--- src/rtl/simple_dma_controller.sv ---
`default_nettype none
// ============================================================================
// Module      : simple_dma_controller
// Description : DMA engine sitting behind a simple DMA peripheral. Latches the
//               device's start address, word count and direction, then moves
//               16-bit words between data memory and the device through a
//               single-outstanding memory master port.
//               Read  (dir=1): REQ -> RWAIT -> XFER per word (memory->device)
//               Write (dir=0): XFER -> REQ per word           (device->memory)
// Ports       : clk, reset (sync, active-low)
//               dma_rqst/dma_rd_wr/dma_start_address/dma_num_words : request
//               dev_ack/dev_out   : device handshake and write data
//               dma_ack/dev_in    : per-word strobe and read data to device
//               dma_end_flag      : one-cycle pulse at normal completion
//               dma_busy          : high whenever the FSM is not idle
//               mem_req/mem_we/mem_addr/mem_wdata/mem_gnt/mem_rdata : memory
// Revision    : 1.0 - initial release
// ============================================================================
module simple_dma_controller #(
  parameter int ADDR_INC = 2,
  parameter bit ABORT_EN = 1'b1
) (
  input  logic        clk,
  input  logic        reset,
  input  logic        dma_rqst,
  input  logic        dma_rd_wr,
  input  logic [15:0] dma_start_address,
  input  logic [15:0] dma_num_words,
  input  logic        dev_ack,
  input  logic [15:0] dev_out,
  output logic        dma_ack,
  output logic [15:0] dev_in,
  output logic        dma_end_flag,
  output logic        dma_busy,
  output logic        mem_req,
  output logic        mem_we,
  output logic [15:0] mem_addr,
  output logic [15:0] mem_wdata,
  input  logic        mem_gnt,
  input  logic [15:0] mem_rdata
);

  localparam logic [15:0] c_ADDR_INC = ADDR_INC[15:0];

  localparam logic [2:0] c_IDLE  = 3'd0;
  localparam logic [2:0] c_REQ   = 3'd1;
  localparam logic [2:0] c_RWAIT = 3'd2;
  localparam logic [2:0] c_XFER  = 3'd3;
  localparam logic [2:0] c_DONE  = 3'd4;

  logic [2:0]  r_state;
  logic [15:0] r_addr;
  logic [15:0] r_cnt;
  logic [15:0] r_buf;
  logic        r_dir;
  logic        r_end;
  logic        w_abort;
  logic        w_last;

  assign w_abort = ABORT_EN & ~dma_rqst;
  // The word being completed is the final one of the transfer.
  assign w_last  = (r_cnt == 16'd1);

  always_ff @(posedge clk) begin
    if (!reset) begin
      r_state <= c_IDLE;
      r_addr  <= 16'd0;
      r_cnt   <= 16'd0;
      r_buf   <= 16'd0;
      r_dir   <= 1'b0;
      r_end   <= 1'b0;
    end else begin
      r_end <= 1'b0;
      case (r_state)
        c_IDLE: begin
          if (dma_rqst) begin
            r_addr <= dma_start_address;
            r_cnt  <= dma_num_words;
            r_dir  <= dma_rd_wr;
            if (dma_num_words == 16'd0) begin
              r_state <= c_DONE;
              r_end   <= 1'b1;
            end else if (dma_rd_wr) begin
              r_state <= c_REQ;
            end else begin
              r_state <= c_XFER;
            end
          end
        end

        // Abort is only honoured after the grant: an issued access is never
        // withdrawn.
        c_REQ: begin
          if (mem_gnt) begin
            if (r_dir) begin
              r_state <= c_RWAIT;
            end else begin
              r_addr <= r_addr + c_ADDR_INC;
              r_cnt  <= r_cnt - 16'd1;
              if (w_last) begin
                r_state <= c_DONE;
                r_end   <= 1'b1;
              end else if (w_abort) begin
                r_state <= c_IDLE;
              end else begin
                r_state <= c_XFER;
              end
            end
          end
        end

        // The granted read always lands in the buffer, even when aborting.
        c_RWAIT: begin
          r_buf   <= mem_rdata;
          r_state <= w_abort ? c_IDLE : c_XFER;
        end

        // A device ack wins over a simultaneous abort.
        c_XFER: begin
          if (dev_ack) begin
            if (r_dir) begin
              r_addr <= r_addr + c_ADDR_INC;
              r_cnt  <= r_cnt - 16'd1;
              if (w_last) begin
                r_state <= c_DONE;
                r_end   <= 1'b1;
              end else begin
                r_state <= c_REQ;
              end
            end else begin
              r_buf   <= dev_out;
              r_state <= c_REQ;
            end
          end else if (w_abort) begin
            r_state <= c_IDLE;
          end
        end

        // Hold here until the device withdraws its request so a still-high
        // level does not start a second transfer.
        c_DONE: begin
          if (!dma_rqst) begin
            r_state <= c_IDLE;
          end
        end

        default: r_state <= c_IDLE;
      endcase
    end
  end

  assign mem_req      = (r_state == c_REQ);
  assign mem_we       = mem_req & ~r_dir;
  assign mem_addr     = mem_req ? r_addr : 16'd0;
  assign mem_wdata    = mem_req ? r_buf  : 16'd0;
  assign dma_ack      = (r_state == c_XFER) & dev_ack;
  assign dev_in       = (dma_ack & r_dir) ? r_buf : 16'd0;
  assign dma_busy     = (r_state != c_IDLE);
  assign dma_end_flag = r_end;

endmodule
`default_nettype wire

--- config.mk ---
export PLATFORM = sky130hd
export DESIGN_NAME = simple_dma_controller
export DESIGN_NICKNAME = d
export VERILOG_FILES = /design/src/rtl/simple_dma_controller.sv
export SDC_FILE = /design/constraint.sdc
export NUM_CORES = 1
export LEC_CHECK = 0
export ABC_AREA = 1
export ABC_CLOCK_PERIOD_IN_PS = 1900
export CORE_ASPECT_RATIO = 0.7
export CORE_MARGIN = 2
export CORE_UTILIZATION = 64
export DETAILED_ROUTE_END_ITERATION = 10
export DONT_BUFFER_PORTS = 1
export MAX_ROUTING_LAYER = met4
export PLACE_DENSITY = 0.88
export SLEW_MARGIN = 15
export SYNTH_ARGS = -nofsm -noshare
export SYNTH_HDL_FRONTEND = slang
export SYNTH_SLANG_ARGS = --single-unit
--- constraint.sdc ---
create_clock -name clk -period 1.9 [get_ports clk]
set_input_delay 0.38 -clock clk [delete_from_list [all_inputs] [get_ports clk]]
set_output_delay 0.38 -clock clk [all_outputs]
set_load 0.02 [all_outputs]
==> results of run 1 <==
-- cells in the final DEF (no fill, tap or decap), drive strengths merged --
cell	n
xor2	1
nand3b	1
bufinv	1
nor2	120
and2	1
o22ai	2
nor3	6
o21ai	64
nor3b	1
or2	1
nand2	149
clkbuf	6
nor2b	1
inv	66
o211ai	5
dfxtp	53
ha	3
nand4	5
o21a	2
nand3	29
a31oi	22
a21boi	1
a21oi	37
clkinv	3
buf	65
-- worst reg2reg max path: cells and delay by family (launching register included) --
kind | cells | cell delay, ps
compound gates | 2 | 270
simple gates | 6 | 760
buf+inv | 1 | 240
flops | 1 | 380
-- Yosys cell counts, drive strengths merged --
cell,count,share of area [%]
nand2,149,16
nor2,120,13
dfxtp,53,30
and2,1,0.18
o22ai,2,0.36
o211ai,5,1.1
or2,1,0.18
nand3,29,4.4
a21oi,37,5.5
o21a,2,0.43
inv,65,6.9
o21ai,64,9.2
nor3,6,0.85
a31oi,22,3.9
nor2b,1,0.18
xor2,1,0.25
nand3b,1,0.21
ha,3,1.1
a21boi,1,0.32
nor3b,1,0.21
buf,10,2.0
clkbuf,18,1.9
clkinv,2,0.21
nand4,5,0.89
-- power breakdown --
group          internal [W]  switching (W)  leakage (nW)  total, W
combinational       0.00102        0.00193          1.28   0.00295
sequential          0.00147       0.000338         0.439   0.00181
clock              0.000396       0.000401        0.0585  0.000796
-- metrics by stage --
stage	setup WS, ps	instance area, sq um
after global placement	303	3970
final	5.68	4180
after floorplan	104	3520
after global routing	-22.5	4180
after detailed placement	205	3970
after CTS	2.70	4110
-- worst paths after layout --
check	startpoint	end	slack, ps
worst min register to register	r_addr[0]	r_addr[0]	460
worst max register to register	r_state[0]	r_cnt[11]	140
worst min-delay path	reset	r_addr[0]	190
worst max-delay path	r_state[2]	mem_wdata[12]	6
-- sequential cells by signal, summed over array words and instances, names as in the netlist --
signal and cells:
r_state 3, r_cnt 16, r_addr 16, dma_end_flag 1
r_buf 16, r_dir 1
-- area by class of cell --
| class | count | area [sq um] | share of cell area, % |
|---|---|---|---|
| Timing Repair Buffer | 66 | 546 | 13.0 |
| Clock inverter | 3 | 43.8 | 1.05 |
| Clock buffer | 5 | 68.8 | 1.65 |
| Sequential cell | 53 | 1070 | 25.7 |
| Inverter | 67 | 256 | 6.14 |
| Tap cell | 72 | 90.1 | 2.16 |
| Multi-Input combinational cell | 451 | 2100 | 50.3 |
-- cells by family (layout without fill, tap and decap cells) --
| logic type | Yosys count | in the layout | share of synthesized area, % |
|---|---|---|---|
| adder cells (fa/ha/maj) | 3 | 3 | 1.07 |
| AO/OA/AOI/OAI | 133 | 133 | 20.8 |
| flip-flops | 53 | 53 | 30.1 |
| XOR/XNOR | 1 | 1 | 0.249 |
| buffers and inverters | 95 | 141 | 11.1 |
| AND/OR/NAND/NOR | 314 | 314 | 36.7 |
-- routing by layer --
layer | track usage (%) | up-vias
li1 | - | 2020
met1 | 44.0 | 1865
met2 | 55.5 | 222
met3 | 6.50 | 30
met4 | 9.38 | 0
met5 | - | -
-- repair_timing --
| item | 4_1_cts | 5_1_grt |
|---|---|---|
| gates cloned | 0 | 1 |
| setup endpoints to repair | 45 | 39 |
| hold buffers | 0 | 0 |
| setup buffers | 1 | 1 |
| resized for setup | 9 | 14 |
| pin swaps | 1 | 1 |
==> flow_summary.toml, run 1 <==
[floorplanning]
die_w_um = 92.6
initial_core_util_pct = 66.6
die-area_sq_um = 6120
coreArea_sq_um = 5290
die_h_um = 66.0
ioPinCount = 123
rows = 22

[worst_setup_path]
cp_slowest_cell = "dfxtp_4"
start_kind = "flip-flop"
cp_num_buf_inv = 4
r2r_cells = 9
crit_top_cell = "inv_4"
cp_slowest_stage_delay_ps = 380
criticalPathCategory = "flip-flop to output pin"
critPathTopFamily = "buffers and inverters"
worst-path-stages = 7
path_cells = "inv_4 > nand2_4 > nor2_4 > inv_4 > clkbuf_16 > nor2_1 > buf_4"
required_ps = 1520
worstPathMaxFanout = 14
worst_setup_path_end_kind = "output pin"
worst_ep_arrival_time_ps = 1510

[pwr]
power.total_w = 0.00556
powerDensity_nw_per_um2 = 1330
vdd_drop_max_mv = 0.921
power_leakage_nw = 1.78

[synth]
synth_seq_cells = 53
synth_area_sq_um = 3520
synthCells = 599
syn_nets = 672
yosys_warnings = 0
yosysSeqAreaShare_pct = 30.1
avgSynthCellArea_sq_um = 5.88
ys_types = 35

[clock_tree]
cts_root_buf = "clkbuf_8"
cts.sinks = 53
clkTransAtPathRegs_ps = 100
cts_buffer_depth = 2
htreeDepth = 2
cts_tree = "done"
worstSkewPairLatency_ps = 310
cts_inserted_buffers = 5

[sta]
setup_viol = 0
finalSetupTns_ps = 0
post-route-min-period_ps = 1890
tightest_slew_ps = 520
finalHoldViolations = 0
finalCritPeriodShare_pct = 99.7
max_freq_mhz = 528
holdWs_ps = 194
rsz0062_at_grt = "true"
drv_slew = 0
relSlewSlack_pct = 65.3
fin_skew_ps = 9.34

[routing]
vias = 4137
met1_length_um = 4500
drc = 0
wl_um = 10600
highest_layer = "met4"
route.met2.wl_um = 4900
postRouteAntennaNets = 0
firstDrtPassIters = 5
avgRoutedWirePerCell_um = 14.8
wl_met3_um = 963
drtIter0Drc = 276
avgViaCountPerCell = 5.77

[final_layout]
fillers = 429
drive_gt1_share_pct = 16.4
instances_no_fill = 717
final_net_count = 717
fin_util_pct = 79.1
antenna_cells = 0
syn2layout_area_growth_pct = 18.8

[global_route]
grt_usage_pct = 34.0
grt-ovfl-total = 0
grt_pass1_vias = 3689
antenna_found_initial = 0
grt_pass1_wl_um = 16500
grt_max_degree = 43

[place]
place_inst = 706
numPortBuffers = 0
gp_congestion = 0.976
dp_hpwl_um = 7520

[flow_run]
maxCapViolations = 0

[min_path]
hp-class = "primary input to flip-flop"
min_delay_path_depth = 2

[outcome]
status = "finished, final reports clean"
(Power assumes the default switching activity.)
==> run 2: changes to the inputs <==
--- a/config.mk
+++ b/config.mk
@@ -12,7 +12,7 @@
 export CORE_UTILIZATION = 64
 export DETAILED_ROUTE_END_ITERATION = 10
 export DONT_BUFFER_PORTS = 1
-export MAX_ROUTING_LAYER = met4
+export HOLD_SLACK_MARGIN = 0.06
 export PLACE_DENSITY = 0.88
 export SLEW_MARGIN = 15
 export SYNTH_ARGS = -nofsm -noshare
==> flow_summary.toml, run 2 (same netlist as run 1, synthesis figures left out) <==
[place]
post-place-ws_ps = 145
gp_congestion = 0.954
numPortBuffers = 0
place_inst = 706
dp_hpwl_um = 7540

[floorplanning]
die-area_sq_um = 6120
die_w_um = 92.6
coreArea_sq_um = 5290
initial_core_util_pct = 66.6
rows = 22
die_h_um = 66.0
ioPinCount = 123

[worst_setup_path]
worst_setup_path_end_kind = "output pin"
criticalPathCategory = "flip-flop to output pin"
critPathTopFamily = "buffers and inverters"
worst_ep_arrival_time_ps = 1490
r2r-start = "r_state[0]"
crit_start = "r_state[2]"
worstPathMaxFanout = 27
start_kind = "flip-flop"
cp_num_buf_inv = 4
timing.rr.end = "r_cnt[15]"
cp_slowest_stage_delay_ps = 360
r2r_cells = 10
cp-endpoint = "mem_wdata[14]"
cp_slowest_cell = "dfxtp_4"
required_ps = 1520
r2r_setup_slack_ps = 110
path_cells = "inv_4 > nand2_8 > nor2_4 > clkinv_4 > buf_12 > nor2_1 > buf_4"
worst-path-stages = 7

[pwr]
swShare_pct = 47.1
p_clk_share_pct = 14.6
power_leakage_nw = 1.78
powerDensity_nw_per_um2 = 1330
pwr-share-seq_pct = 32.4
power.internal_w = 0.00293
combPwrFrac_pct = 53.0
vdd_drop_max_mv = 0.842
switchingPower_w = 0.00261

[clock_tree]
worstSkewPairLatency_ps = 310
cts.sinks = 53
cts_root_buf = "clkbuf_8"
ctsHoldBuffers = 0
clkTransAtPathRegs_ps = 100
cts_buffer_depth = 2
htreeDepth = 2
cts_tree = "done"
cts_inserted_buffers = 5

[sta]
finalCritPeriodShare_pct = 98.5
max_freq_mhz = 534
finalHoldViolations = 0
drv_slew = 0
finalWorstSetupSlack_ps = 27.7
setup_viol = 0
fin_skew_ps = 8.11
post-route-min-period_ps = 1870
relSlewSlack_pct = 62.6
rsz0062_at_grt = "true"
tightest_slew_ps = 560

[global_route]
met1_usage_pct = 43.4
grt_pass1_wl_um = 16400
gr-max-usage-layer = "met2"
grt_use_met2_pct = 56.2
grt_max_degree = 43
grt-ovfl-total = 0
grt_usage_pct = 33.1
grt.met3_usage_pct = 7.18
grt_pass1_vias = 3684
antenna_found_initial = 0

[final_layout]
antenna_cells = 0
reg_top3 = "r_addr: 16 flops, r_buf: 16 flops, r_cnt: 16 flops"
instances_no_fill = 719
syn2layout_area_growth_pct = 18.7
final_net_count = 719
drive_gt1_share_pct = 15.6
final_common_cell = "nand2_1"
final_cell_mix = "144 x nand2_1, 114 x nor2_1, 64 x buf_4, 61 x inv_1, 56 x o21ai_0"

[min_path]
hp-class = "primary input to flip-flop"
worstHoldStart = "reset"

[routing]
drc = 0
avgViaCountPerCell = 5.74
avgRoutedWirePerCell_um = 14.4
vias = 4130
postRouteAntennaNets = 0
firstDrtPassIters = 5
drtIter0Drc = 352
wl_um = 10300

[flow_run]
maxCapViolations = 0

[outcome]
status = "finished, final reports clean"
-- run 2: repair_timing --
item,CTS,global route
gates resized for setup,12,6
endpoints found under the setup margin,44,44
setup buffers,2,3
pin swaps,1,2
-- run 2: worst min-delay path by stage --
stage	slack (ps)	cells after the start	endpoint
after detailed placement	470	2	r_addr[0]
after floorplan	430	2	r_addr[0]
after CTS	180	2	r_addr[9]
after global placement	440	2	r_addr[0]
after global routing	190	2	r_addr[6]
final	190	2	r_addr[9]
-- run 2: area by class of cell --
cell class,count,area (sq um)
inverter,67,259
clock buffer,6,82.6
clock inverter,2,37.5
multi-input combinational,451,2090
timing repair buffer,68,543
tap,72,90.1
sequential,53,1070
fill,408,1110
-- run 2: power by group through the flow --
stage                     logic, W  registers (W)  clock network, W
final                      0.00293        0.00180          0.000809
after global routing       0.00330        0.00185          0.000865
after CTS                  0.00286        0.00179          0.000810
after detailed placement   0.00279        0.00180                 0
after global placement     0.00269        0.00179                 0
after floorplan            0.00218        0.00172                 0
-- run 2: per-stage QoR --
step / cell area [sq um] / power [W] / utilization (%) / hold WS [ps] / setup TNS (ps)
after floorplan: 3520 / 0.00390 / - / 430 / 0
after global placement: 3970 / 0.00448 / 75.1 / 438 / 0
after detailed placement: 3970 / 0.00459 / 75.1 / 468 / 0
after CTS: 4140 / 0.00545 / 78.4 / 182 / 0
after global routing: 4180 / 0.00601 / 79.1 / 186 / -116
final: 4180 / 0.00554 / 79.1 / 193 / 0
-- run 2: metal layers --
layer,share of wire (%),vias up
met5,0,-
met4,1.4,0
met1,40,1857
met3,11,23
met2,48,228
li1,-,2022
==> run 3: changes to the inputs <==
--- a/config.mk
+++ b/config.mk
@@ -12,6 +12,7 @@
 export CORE_UTILIZATION = 64
 export DETAILED_ROUTE_END_ITERATION = 10
 export DONT_BUFFER_PORTS = 1
+export GPL_TIMING_DRIVEN = 1
 export HOLD_SLACK_MARGIN = 0.06
 export PLACE_DENSITY = 0.88
 export SLEW_MARGIN = 15
==> results of run 3 <==
Final layout, timing and power as in run 2 (identical DEF).
